<file path="config.mk">
export PLATFORM = sky130hd
export DESIGN_NAME = mips_cpu_wb_arbiter_flat
export DESIGN_NICKNAME = d
export VERILOG_FILES = /design/src/rtl/mips_cpu_wb_pkg.sv /design/src/rtl/mips_cpu_wb_arbiter_if.sv /design/src/rtl/mips_cpu_wb_slot.sv /design/src/rtl/mips_cpu_wb_arbiter.sv /design/src/flat_wrapper.sv
export SDC_FILE = /design/constraint.sdc
export NUM_CORES = 1
export LEC_CHECK = 0
export BUFFER_PORTS_ARGS = -buffer_cell sky130_fd_sc_hd__buf_4
export CAP_MARGIN = 5
export CORE_UTILIZATION = 53
export DETAILED_ROUTE_END_ITERATION = 6
export PLACE_DENSITY = 0.8
export SKIP_LAST_GASP = 1
export SLEW_MARGIN = 20
export SYNTH_ARGS = -nofsm -noshare
export SYNTH_HDL_FRONTEND = slang
export SYNTH_SLANG_ARGS = --single-unit
</file>
<file path="constraint.sdc">
create_clock -name clk -period 7.7 [get_ports clk]
set_clock_uncertainty 0.2 [all_clocks]
set_input_delay 1.54 -clock clk [delete_from_list [all_inputs] [get_ports clk]]
set_output_delay 1.54 -clock clk [all_outputs]
set_load 0.01 [all_outputs]
</file>
<file path="src/rtl/mips_cpu_wb_pkg.sv">
// rtl/mips_cpu_wb_pkg.sv - shared types and constants for the write-back arbiter
package mips_cpu_wb_pkg;

    localparam int REG_W  = 5;
    localparam int DATA_W = 32;
    localparam int OP_W   = 6;

    // Load opcodes forwarded to the regfile for partial-load formatting
    localparam logic [OP_W-1:0] LB       = 6'b100000;
    localparam logic [OP_W-1:0] LH       = 6'b100001;
    localparam logic [OP_W-1:0] LWL      = 6'b100010;
    localparam logic [OP_W-1:0] LW       = 6'b100011;
    localparam logic [OP_W-1:0] LBU      = 6'b100100;
    localparam logic [OP_W-1:0] LHU      = 6'b100101;
    localparam logic [OP_W-1:0] LWR      = 6'b100110;
    // Full-word write, used for every execute-stage result
    localparam logic [OP_W-1:0] OP_RTYPE = 6'b000000;

    typedef struct packed {
        logic [REG_W-1:0]  regnum;
        logic [DATA_W-1:0] data;
        logic [OP_W-1:0]   opcode;
    } wb_req_t;

    typedef enum logic {
        SRC_EX = 1'b0,
        SRC_LD = 1'b1
    } wb_src_e;

endpackage

</file>
<file path="src/rtl/mips_cpu_wb_arbiter_if.sv">
// rtl/mips_cpu_wb_arbiter_if.sv - requester, decoder and regfile signals of the write-back arbiter
interface mips_cpu_wb_arbiter_if;
    import mips_cpu_wb_pkg::*;

    logic              ex_valid;
    logic              ex_ready;
    logic [REG_W-1:0]  ex_reg;
    logic [DATA_W-1:0] ex_data;

    logic              ld_valid;
    logic              ld_ready;
    logic [REG_W-1:0]  ld_reg;
    logic [DATA_W-1:0] ld_data;
    logic [OP_W-1:0]   ld_opcode;

    logic              claim_valid;
    logic [REG_W-1:0]  claim_reg;
    logic [REG_W-1:0]  chk_rs;
    logic [REG_W-1:0]  chk_rt;
    logic              hazard;

    logic              regwrite;
    logic [REG_W-1:0]  writereg;
    logic [DATA_W-1:0] writedata;
    logic [OP_W-1:0]   opcode;
    logic [31:0]       pending;

    // Driver side: pipeline stages and decoder
    modport master (
        output ex_valid, ex_reg, ex_data,
        output ld_valid, ld_reg, ld_data, ld_opcode,
        output claim_valid, claim_reg, chk_rs, chk_rt,
        input  ex_ready, ld_ready, hazard,
        input  regwrite, writereg, writedata, opcode, pending
    );

    // Arbiter side
    modport slave (
        input  ex_valid, ex_reg, ex_data,
        input  ld_valid, ld_reg, ld_data, ld_opcode,
        input  claim_valid, claim_reg, chk_rs, chk_rt,
        output ex_ready, ld_ready, hazard,
        output regwrite, writereg, writedata, opcode, pending
    );

endinterface

</file>
<file path="src/rtl/mips_cpu_wb_slot.sv">
// rtl/mips_cpu_wb_slot.sv - one-entry write request buffer with same-edge pass-through
module mips_cpu_wb_slot
    import mips_cpu_wb_pkg::*;
(
    input  logic    clk,
    input  logic    reset,
    input  logic    in_valid,
    output logic    in_ready,
    input  wb_req_t in_req,
    output logic    full,
    output wb_req_t q,
    input  logic    grant
);

    // A granted entry leaves on this edge, so its space can be refilled at once
    assign in_ready = !full || grant;

    // Slot occupancy and contents; a new accept takes priority over the drain
    always_ff @(posedge clk or posedge reset) begin
        if (reset) begin
            full <= 1'b0;
            q    <= '0;
        end else if (in_valid && in_ready) begin
            full <= 1'b1;
            q    <= in_req;
        end else if (grant) begin
            full <= 1'b0;
        end
    end

endmodule

</file>
<file path="src/rtl/mips_cpu_wb_arbiter.sv">
// rtl/mips_cpu_wb_arbiter.sv - shares the regfile write port between execute and load, tracks pending writes
module mips_cpu_wb_arbiter
    import mips_cpu_wb_pkg::*;
#(
    parameter int NREG = 32
) (
    input  logic                 clk,
    input  logic                 reset,
    mips_cpu_wb_arbiter_if.slave bus
);

    localparam int IW = $clog2(NREG);

    wb_req_t   ex_in, ld_in, ex_q, ld_q, win;
    logic      ex_full, ld_full;
    logic      grant_ex, grant_ld, any_grant;
    wb_src_e   last_grant;
    logic [NREG-1:0] pend, pend_nxt;

    assign ex_in = '{regnum: bus.ex_reg, data: bus.ex_data, opcode: OP_RTYPE};
    assign ld_in = '{regnum: bus.ld_reg, data: bus.ld_data, opcode: bus.ld_opcode};

    mips_cpu_wb_slot u_ex_slot (
        .clk      (clk),
        .reset    (reset),
        .in_valid (bus.ex_valid),
        .in_ready (bus.ex_ready),
        .in_req   (ex_in),
        .full     (ex_full),
        .q        (ex_q),
        .grant    (grant_ex)
    );

    mips_cpu_wb_slot u_ld_slot (
        .clk      (clk),
        .reset    (reset),
        .in_valid (bus.ld_valid),
        .in_ready (bus.ld_ready),
        .in_req   (ld_in),
        .full     (ld_full),
        .q        (ld_q),
        .grant    (grant_ld)
    );

    // Grant depends on slot occupancy only, so ready never loops back through valid
    always_comb begin
        grant_ex = 1'b0;
        grant_ld = 1'b0;
        if (ex_full && ld_full) begin
            if (last_grant == SRC_EX) grant_ld = 1'b1;
            else                      grant_ex = 1'b1;
        end else begin
            grant_ex = ex_full;
            grant_ld = ld_full;
        end
    end

    assign any_grant = grant_ex || grant_ld;
    assign win       = grant_ld ? ld_q : ex_q;

    // Remember the last winner so contention alternates
    always_ff @(posedge clk or posedge reset) begin
        if (reset)         last_grant <= SRC_EX;
        else if (grant_ld) last_grant <= SRC_LD;
        else if (grant_ex) last_grant <= SRC_EX;
    end

    // Regfile-facing registers; reg 0 entries are consumed without a write strobe
    always_ff @(posedge clk or posedge reset) begin
        if (reset) begin
            bus.regwrite  <= 1'b0;
            bus.writereg  <= '0;
            bus.writedata <= '0;
            bus.opcode    <= '0;
        end else if (any_grant) begin
            bus.regwrite  <= (win.regnum != '0);
            bus.writereg  <= win.regnum;
            bus.writedata <= win.data;
            bus.opcode    <= win.opcode;
        end else begin
            bus.regwrite  <= 1'b0;
        end
    end

    // Scoreboard update: a claim overrides a same-edge clear, reg 0 is never pending
    always_comb begin
        pend_nxt = pend;
        if (any_grant)       pend_nxt[win.regnum[IW-1:0]] = 1'b0;
        if (bus.claim_valid) pend_nxt[bus.claim_reg[IW-1:0]] = 1'b1;
        pend_nxt[0] = 1'b0;
    end

    // Scoreboard register
    always_ff @(posedge clk or posedge reset) begin
        if (reset) pend <= '0;
        else       pend <= pend_nxt;
    end

    assign bus.pending = pend;
    assign bus.hazard  = pend[bus.chk_rs[IW-1:0]] || pend[bus.chk_rt[IW-1:0]];

endmodule
</file>
<file path="src/flat_wrapper.sv">
// flat-port wrapper written by rule: the top's interface ports become plain ports
module mips_cpu_wb_arbiter_flat import mips_cpu_wb_pkg::*;
#(
    parameter int NREG = 32
)
  (clk, reset, bus_ex_valid, bus_ex_reg, bus_ex_data, bus_ld_valid, bus_ld_reg, bus_ld_data, bus_ld_opcode, bus_claim_valid, bus_claim_reg, bus_chk_rs, bus_chk_rt, bus_ex_ready, bus_ld_ready, bus_hazard, bus_regwrite, bus_writereg, bus_writedata, bus_opcode, bus_pending);
  mips_cpu_wb_arbiter_if bus_i ();
  input  logic clk;
  input  logic reset;
  input wire logic [$bits(bus_i.ex_valid)-1:0] bus_ex_valid;
  input wire logic [$bits(bus_i.ex_reg)-1:0] bus_ex_reg;
  input wire logic [$bits(bus_i.ex_data)-1:0] bus_ex_data;
  input wire logic [$bits(bus_i.ld_valid)-1:0] bus_ld_valid;
  input wire logic [$bits(bus_i.ld_reg)-1:0] bus_ld_reg;
  input wire logic [$bits(bus_i.ld_data)-1:0] bus_ld_data;
  input wire logic [$bits(bus_i.ld_opcode)-1:0] bus_ld_opcode;
  input wire logic [$bits(bus_i.claim_valid)-1:0] bus_claim_valid;
  input wire logic [$bits(bus_i.claim_reg)-1:0] bus_claim_reg;
  input wire logic [$bits(bus_i.chk_rs)-1:0] bus_chk_rs;
  input wire logic [$bits(bus_i.chk_rt)-1:0] bus_chk_rt;
  output wire logic [$bits(bus_i.ex_ready)-1:0] bus_ex_ready;
  output wire logic [$bits(bus_i.ld_ready)-1:0] bus_ld_ready;
  output wire logic [$bits(bus_i.hazard)-1:0] bus_hazard;
  output wire logic [$bits(bus_i.regwrite)-1:0] bus_regwrite;
  output wire logic [$bits(bus_i.writereg)-1:0] bus_writereg;
  output wire logic [$bits(bus_i.writedata)-1:0] bus_writedata;
  output wire logic [$bits(bus_i.opcode)-1:0] bus_opcode;
  output wire logic [$bits(bus_i.pending)-1:0] bus_pending;
  assign bus_i.ex_valid = bus_ex_valid;
  assign bus_i.ex_reg = bus_ex_reg;
  assign bus_i.ex_data = bus_ex_data;
  assign bus_i.ld_valid = bus_ld_valid;
  assign bus_i.ld_reg = bus_ld_reg;
  assign bus_i.ld_data = bus_ld_data;
  assign bus_i.ld_opcode = bus_ld_opcode;
  assign bus_i.claim_valid = bus_claim_valid;
  assign bus_i.claim_reg = bus_claim_reg;
  assign bus_i.chk_rs = bus_chk_rs;
  assign bus_i.chk_rt = bus_chk_rt;
  assign bus_ex_ready = bus_i.ex_ready;
  assign bus_ld_ready = bus_i.ld_ready;
  assign bus_hazard = bus_i.hazard;
  assign bus_regwrite = bus_i.regwrite;
  assign bus_writereg = bus_i.writereg;
  assign bus_writedata = bus_i.writedata;
  assign bus_opcode = bus_i.opcode;
  assign bus_pending = bus_i.pending;
  mips_cpu_wb_arbiter #(.NREG(NREG)) u_core (.clk(clk), .reset(reset), .bus(bus_i));
endmodule
</file>
Yosys cells after proc, flatten, opt, wreduce, memory -nomap -nowiden
Cells that the tools add are included.
Word-level totals
  word-level logic and storage cells: 58
  input bits: 100
  flip-flop bits (word level): 158
  output and inout port bits: 79
Operators by class
  muxes and demuxes: 21
  reductions and logical operators: 15
  bitwise gates (word level): 3
  magnitude comparators: 6
Operators by type and width (count)
  $mux 32: 2
  $mux 43: 1
  $and 32x32->32: 1
  $not 32->32: 1
  $or 32x32->32: 1
  $lt 5x6->1 const B: 4
  $mux 1: 14
  $bmux 1 s5: 2
  $demux 1 s5: 2
  $ge 5x1->1 const B: 2
  $reduce_bool 2->1: 3
  $logic_and 1x1->1: 5
  $reduce_bool 5->1: 1
  $logic_or 1x1->1: 4
  $logic_not 1->1: 2

Depth between registers and ports, before layout
  word-level depth: 12
  mapped depth: 7
  gate-level depth less buffers: 4

Cells and area by module
Synthesis repeated with hierarchy kept, for this count alone.
Unflattened totals
  cells, all modules: 630
  area, all modules: 7935.1 um2
Modules (own cells, without submodules)
  mips_cpu_wb_arbiter: sequential area each 1901.8 um2, area each 4304.1 um2, times used 1, cells an instance 440
  mips_cpu_wb_slot: sequential area each 1101.1 um2, area each 1815.5 um2, times used 2, cells an instance 95

Worst setup path after synthesis
Ideal clock, no wire load.
  path type: input port to output port
  start point: input bus_chk_rs[0]
  end point: output bus_hazard
  data required time: 5960 ps
  data arrival time: 3033 ps
  path buffers: 1
  setup slack: 2927 ps
  stages: 5
  path through: buf_4 > mux4_2 > a22oi_1 > o211ai_1 > or4_1
On the way
  word-level cells in the longest chain between the ends: 3
RTL lines
  from (decl): line flat_wrapper.sv:19  | input wire logic [$bits(bus_i.chk_rs)-1:0] bus_chk_rs;
  $bmux 1 s5: line mips_cpu_wb_arbiter.sv:100  | assign bus.hazard = pend[bus.chk_rs[IW-1:0]] || pend[bus.chk_rt[IW-1:0]];
  $mux 1 (not written as such): line mips_cpu_wb_arbiter.sv:100
  $logic_or 1x1->1: line mips_cpu_wb_arbiter.sv:100
  to (decl): line flat_wrapper.sv:23  | output wire logic [$bits(bus_i.hazard)-1:0] bus_hazard;
No other way between the ends. The select of a mux whose other input is x is not followed.

Final worst setup path
  start point: input bus_chk_rt[0]
  end point: output bus_hazard
On the way
  word-level cells in the longest chain between the ends: 3
RTL lines
  from (decl): line flat_wrapper.sv:20  | input wire logic [$bits(bus_i.chk_rt)-1:0] bus_chk_rt;
  $bmux 1 s5: line mips_cpu_wb_arbiter.sv:100
  $mux 1 (not written as such): line mips_cpu_wb_arbiter.sv:100
  $logic_or 1x1->1: line mips_cpu_wb_arbiter.sv:100
No other way between the ends. The select of a mux whose other input is x is not followed.

==> impl_metrics.prom <==
# TYPE chip_impl_metric gauge
chip_impl_metric{name="post_cts_hold_buffer_count",unit=""} 0
chip_impl_metric{name="p_leak",unit="nW"} 4.16
chip_impl_metric{name="place.gp.congestion",unit=""} 0.937
chip_impl_metric{name="worstHoldPathCells",unit=""} 2
chip_impl_metric{name="cts_num_sinks",unit=""} 158
chip_impl_info{name="tritoncts",value="built"} 1
chip_impl_metric{name="clk_transition_reported_paths",unit="ns"} 0.06
chip_impl_metric{name="setup_tns",unit="ns"} 0
chip_impl_metric{name="seq_area_frac_synth",unit="%"} 56.2
chip_impl_info{name="hold_path_sink",value="u_core.bus.writedata[23]"} 1
chip_impl_metric{name="tightestPinTransition",unit="ns"} 0.997
chip_impl_metric{name="final_cells",unit=""} 915
chip_impl_metric{name="row_count",unit=""} 41
chip_impl_info{name="most_used_dff_post_synth",value="dfrtp_1"} 1
chip_impl_metric{name="buffer_ports.inserted",unit=""} 177
chip_impl_metric{name="layout_setup_ws",unit="ns"} 2.68
chip_impl_metric{name="total_length_of_routed_wires",unit="um"} 17700
chip_impl_metric{name="netlist_instances",unit=""} 561
chip_impl_metric{name="remaining_drc_errors",unit=""} 0
chip_impl_metric{name="period_share",unit="%"} 65.2
chip_impl_metric{name="die_w",unit="um"} 117
chip_impl_metric{name="drt_pass1_iterations",unit=""} 5
chip_impl_metric{name="power.ir.vdd_worst",unit="mV"} 0.227
chip_impl_metric{name="area_delta_synth_final",unit="%"} 30.2
chip_impl_metric{name="viasPerCell",unit=""} 5.92
chip_impl_metric{name="post-cts-setup-buffers",unit=""} 0
chip_impl_metric{name="finalNetCount",unit=""} 830
chip_impl_metric{name="initial_core_utilization",unit="%"} 55.1
chip_impl_metric{name="post_cts_resized",unit=""} 0
chip_impl_metric{name="dr.first_iter.drc_count",unit=""} 375
chip_impl_metric{name="timing.fmax",unit="MHz"} 199
chip_impl_metric{name="critical_path_peak_fanout",unit=""} 9
chip_impl_metric{name="synth.ff_latch_count",unit=""} 158
chip_impl_metric{name="grt_util_all_layers",unit="%"} 26.9
chip_impl_metric{name="cts_inserted_buffers",unit=""} 17
chip_impl_metric{name="dp_worst_setup_slack",unit="ns"} 2.72
chip_impl_metric{name="worstRegToRegCells",unit=""} 5
chip_impl_metric{name="worstPathRequired",unit="ns"} 5.96
chip_impl_metric{name="cts-root-to-sink-buffers",unit=""} 2
chip_impl_metric{name="insertedDiodeCount",unit=""} 0
chip_impl_metric{name="timing.max_slew.rel_slack",unit="%"} 31.6
chip_impl_info{name="timing.hold.worst.start",value="u_core.u_ex_slot.q[29]"} 1
chip_impl_metric{name="ys_warn_count",unit=""} 0
chip_impl_metric{name="synthArstFlopShare",unit="%"} 100
chip_impl_metric{name="timing.reg2reg.setup_slack",unit="ns"} 4.89
chip_impl_metric{name="pin_count_of_the_biggest_net_entering_global_routing",unit=""} 81
chip_impl_info{name="worst_setup_path_start_kind",value="input pin"} 1
chip_impl_metric{name="fill_cells",unit=""} 885
chip_impl_metric{name="dp_cells",unit=""} 883
chip_impl_metric{name="setup_failing_eps_final",unit=""} 0
chip_impl_metric{name="vias",unit=""} 5420
chip_impl_metric{name="ys_types",unit=""} 42
chip_impl_metric{name="worst_ep_arrival_time",unit="ns"} 3.28
chip_impl_metric{name="finalCoreUtilization",unit="%"} 71.7
chip_impl_info{name="layout.cells.most_common",value="buf_4"} 1
chip_impl_metric{name="placeableCoreArea",unit="um2"} 12800
chip_impl_metric{name="timing_max_transition_violations_final",unit=""} 0
chip_impl_info{name="criticalPathCategory",value="in2out"} 1
chip_impl_metric{name="ant_nets",unit=""} 0
chip_impl_metric{name="number_of_flops_mapped_to_enable_cells_by_yosys",unit=""} 0
chip_impl_metric{name="antenna_found_initial",unit=""} 0
chip_impl_metric{name="die_height",unit="um"} 117
chip_impl_metric{name="pwr_density_cell",unit="nW/um2"} 384
chip_impl_metric{name="vias_in_the_first_global_route",unit=""} 5342
chip_impl_metric{name="avgRoutedWirePerCell",unit="um"} 19.4
chip_impl_metric{name="final_worst_path_period_need",unit="ns"} 5.02
chip_impl_metric{name="detailedPlacementHpwl",unit="um"} 11800
chip_impl_metric{name="clock_insertion_delay_worst_skew",unit="ns"} 0.42
chip_impl_metric{name="floorplan.die_area",unit="um2"} 13700
chip_impl_metric{name="htreeDepth",unit=""} 4
chip_impl_info{name="outcome",value="complete, no violations"} 1
chip_impl_metric{name="report.final.hold_viol_count",unit=""} 0
chip_impl_metric{name="maxCapViolCount",unit=""} 0
chip_impl_metric{name="whs",unit="ns"} 0.272
chip_impl_info{name="crit_path_end_kind",value="output pin"} 1
chip_impl_metric{name="ios",unit=""} 179
chip_impl_info{name="min_path_type",value="reg2reg"} 1
chip_impl_info{name="regToRegEndpoint",value="u_core.bus.pending[9]"} 1
chip_impl_metric{name="wire_length_of_the_first_global_routing_pass",unit="um"} 27500
chip_impl_info{name="worst_r2r_start",value="u_core.u_ld_slot.full"} 1
chip_impl_metric{name="syn_area_per_cell",unit="um2"} 12.5
chip_impl_info{name="rsz_0062_raised_after_global_routing",value="false"} 1
chip_impl_metric{name="syn_nets",unit=""} 661
chip_impl_info{name="most-common-layout-cells",value="182 x buf_4, 158 x dfrtp_1, 88 x mux2_2"} 1
chip_impl_metric{name="layout-drive-gt1-share",unit="%"} 43.1
chip_impl_metric{name="synth.cell_area",unit="um2"} 7030
chip_impl_metric{name="grt_remaining_overflow",unit=""} 0
chip_impl_info{name="clockRootBuffer",value="clkbuf_16"} 1
[synth_stat cells, types with 7 or more instances]
| cell | count | area [um2] |
|---|---|---|
| o21ai_0 | 29 | 145 |
| a22oi_1 | 34 | 255 |
| clkbuf_1 | 24 | 90.1 |
| nor2_1 | 13 | 48.8 |
| mux4_2 | 7 | 158 |
| dfrtp_1 | 158 | 3950 |
| mux2i_1 | 16 | 160 |
| mux2_2 | 88 | 991 |
| nand2_1 | 77 | 289 |
| nor2b_1 | 11 | 68.8 |
| o41ai_1 | 26 | 228 |
[through the flow]
step | cell area [um2] | power, W
2_1_floorplan | 7030 | 0.00202
3_3_place_gp | 8500 | 0.00256
3_5_place_dp | 8500 | 0.00262
4_1_cts | 9150 | 0.00353
5_1_grt | 9160 | 0.00371
6_report | 9160 | 0.00352
[cell families after synthesis]
| family | Yosys count | share of synthesized area, % |
|---|---|---|
| flip-flops | 158 | 56.2 |
| AND/OR/NAND/NOR | 138 | 9.61 |
| multiplexers | 116 | 20.5 |
| AO/OA/AOI/OAI | 110 | 11.3 |
| buffers and inverters | 38 | 2.37 |
| other | 1 | 0.0533 |
[layer usage]
metal  GRT usage [%]  wire, um
met1            33.4      7100
met4            13.2       486
met3            7.98      1460
met5               0         0
met2            43.3      8690
[critical path, stage by stage]
cell      delay [ns]
buf_4           0.15
mux4_1          0.56
a22oi_1         0.21
o211ai_1        0.11
or4_1           0.53
buf_4           0.16
[area by class of cell]
type                       instances  area (um2)  area share, %
tap                              172         215           2.35
sequential                       158        3950           43.2
clock buffer                      20         467           5.10
timing repair buffer             182        1370           14.9
inverter                           6        27.5          0.301
multi-input combinational        365        2950           32.2
clock inverter                    12         183           1.99
[power breakdown]
group          internal (W)  leakage (nW)  switching [W]
registers           0.00114          1.86       0.000267
logic              0.000621          2.00       0.000583
clock network      0.000570         0.309       0.000332
[worst max path at each step]
stage / start / end / slack [ns] / cells after the start
after detailed placement: bus_chk_rt[0] / bus_hazard / 2.72 / 6
after global routing: bus_chk_rt[0] / bus_hazard / 2.60 / 6
final: bus_chk_rt[0] / bus_hazard / 2.68 / 6
after floorplan: reset / u_core.bus.opcode[0] / 1.70 / 1
after CTS: bus_chk_rt[0] / bus_hazard / 2.72 / 6
after global placement: bus_chk_rt[0] / bus_hazard / 2.75 / 6
[sequential cells by signal, summed over array words and instances, names as in the netlist]
register               cells
u_core.bus.opcode          6
u_core.bus.pending        31
u_core.bus.regwrite        1
u_core.bus.writedata      32
u_core.bus.writereg        5
u_core.last_grant          1
u_core.u_ex_slot.full      1
u_core.u_ex_slot.q        37
u_core.u_ld_slot.full      1
u_core.u_ld_slot.q        43
Note: power is estimated with default switching activity, not from simulation.
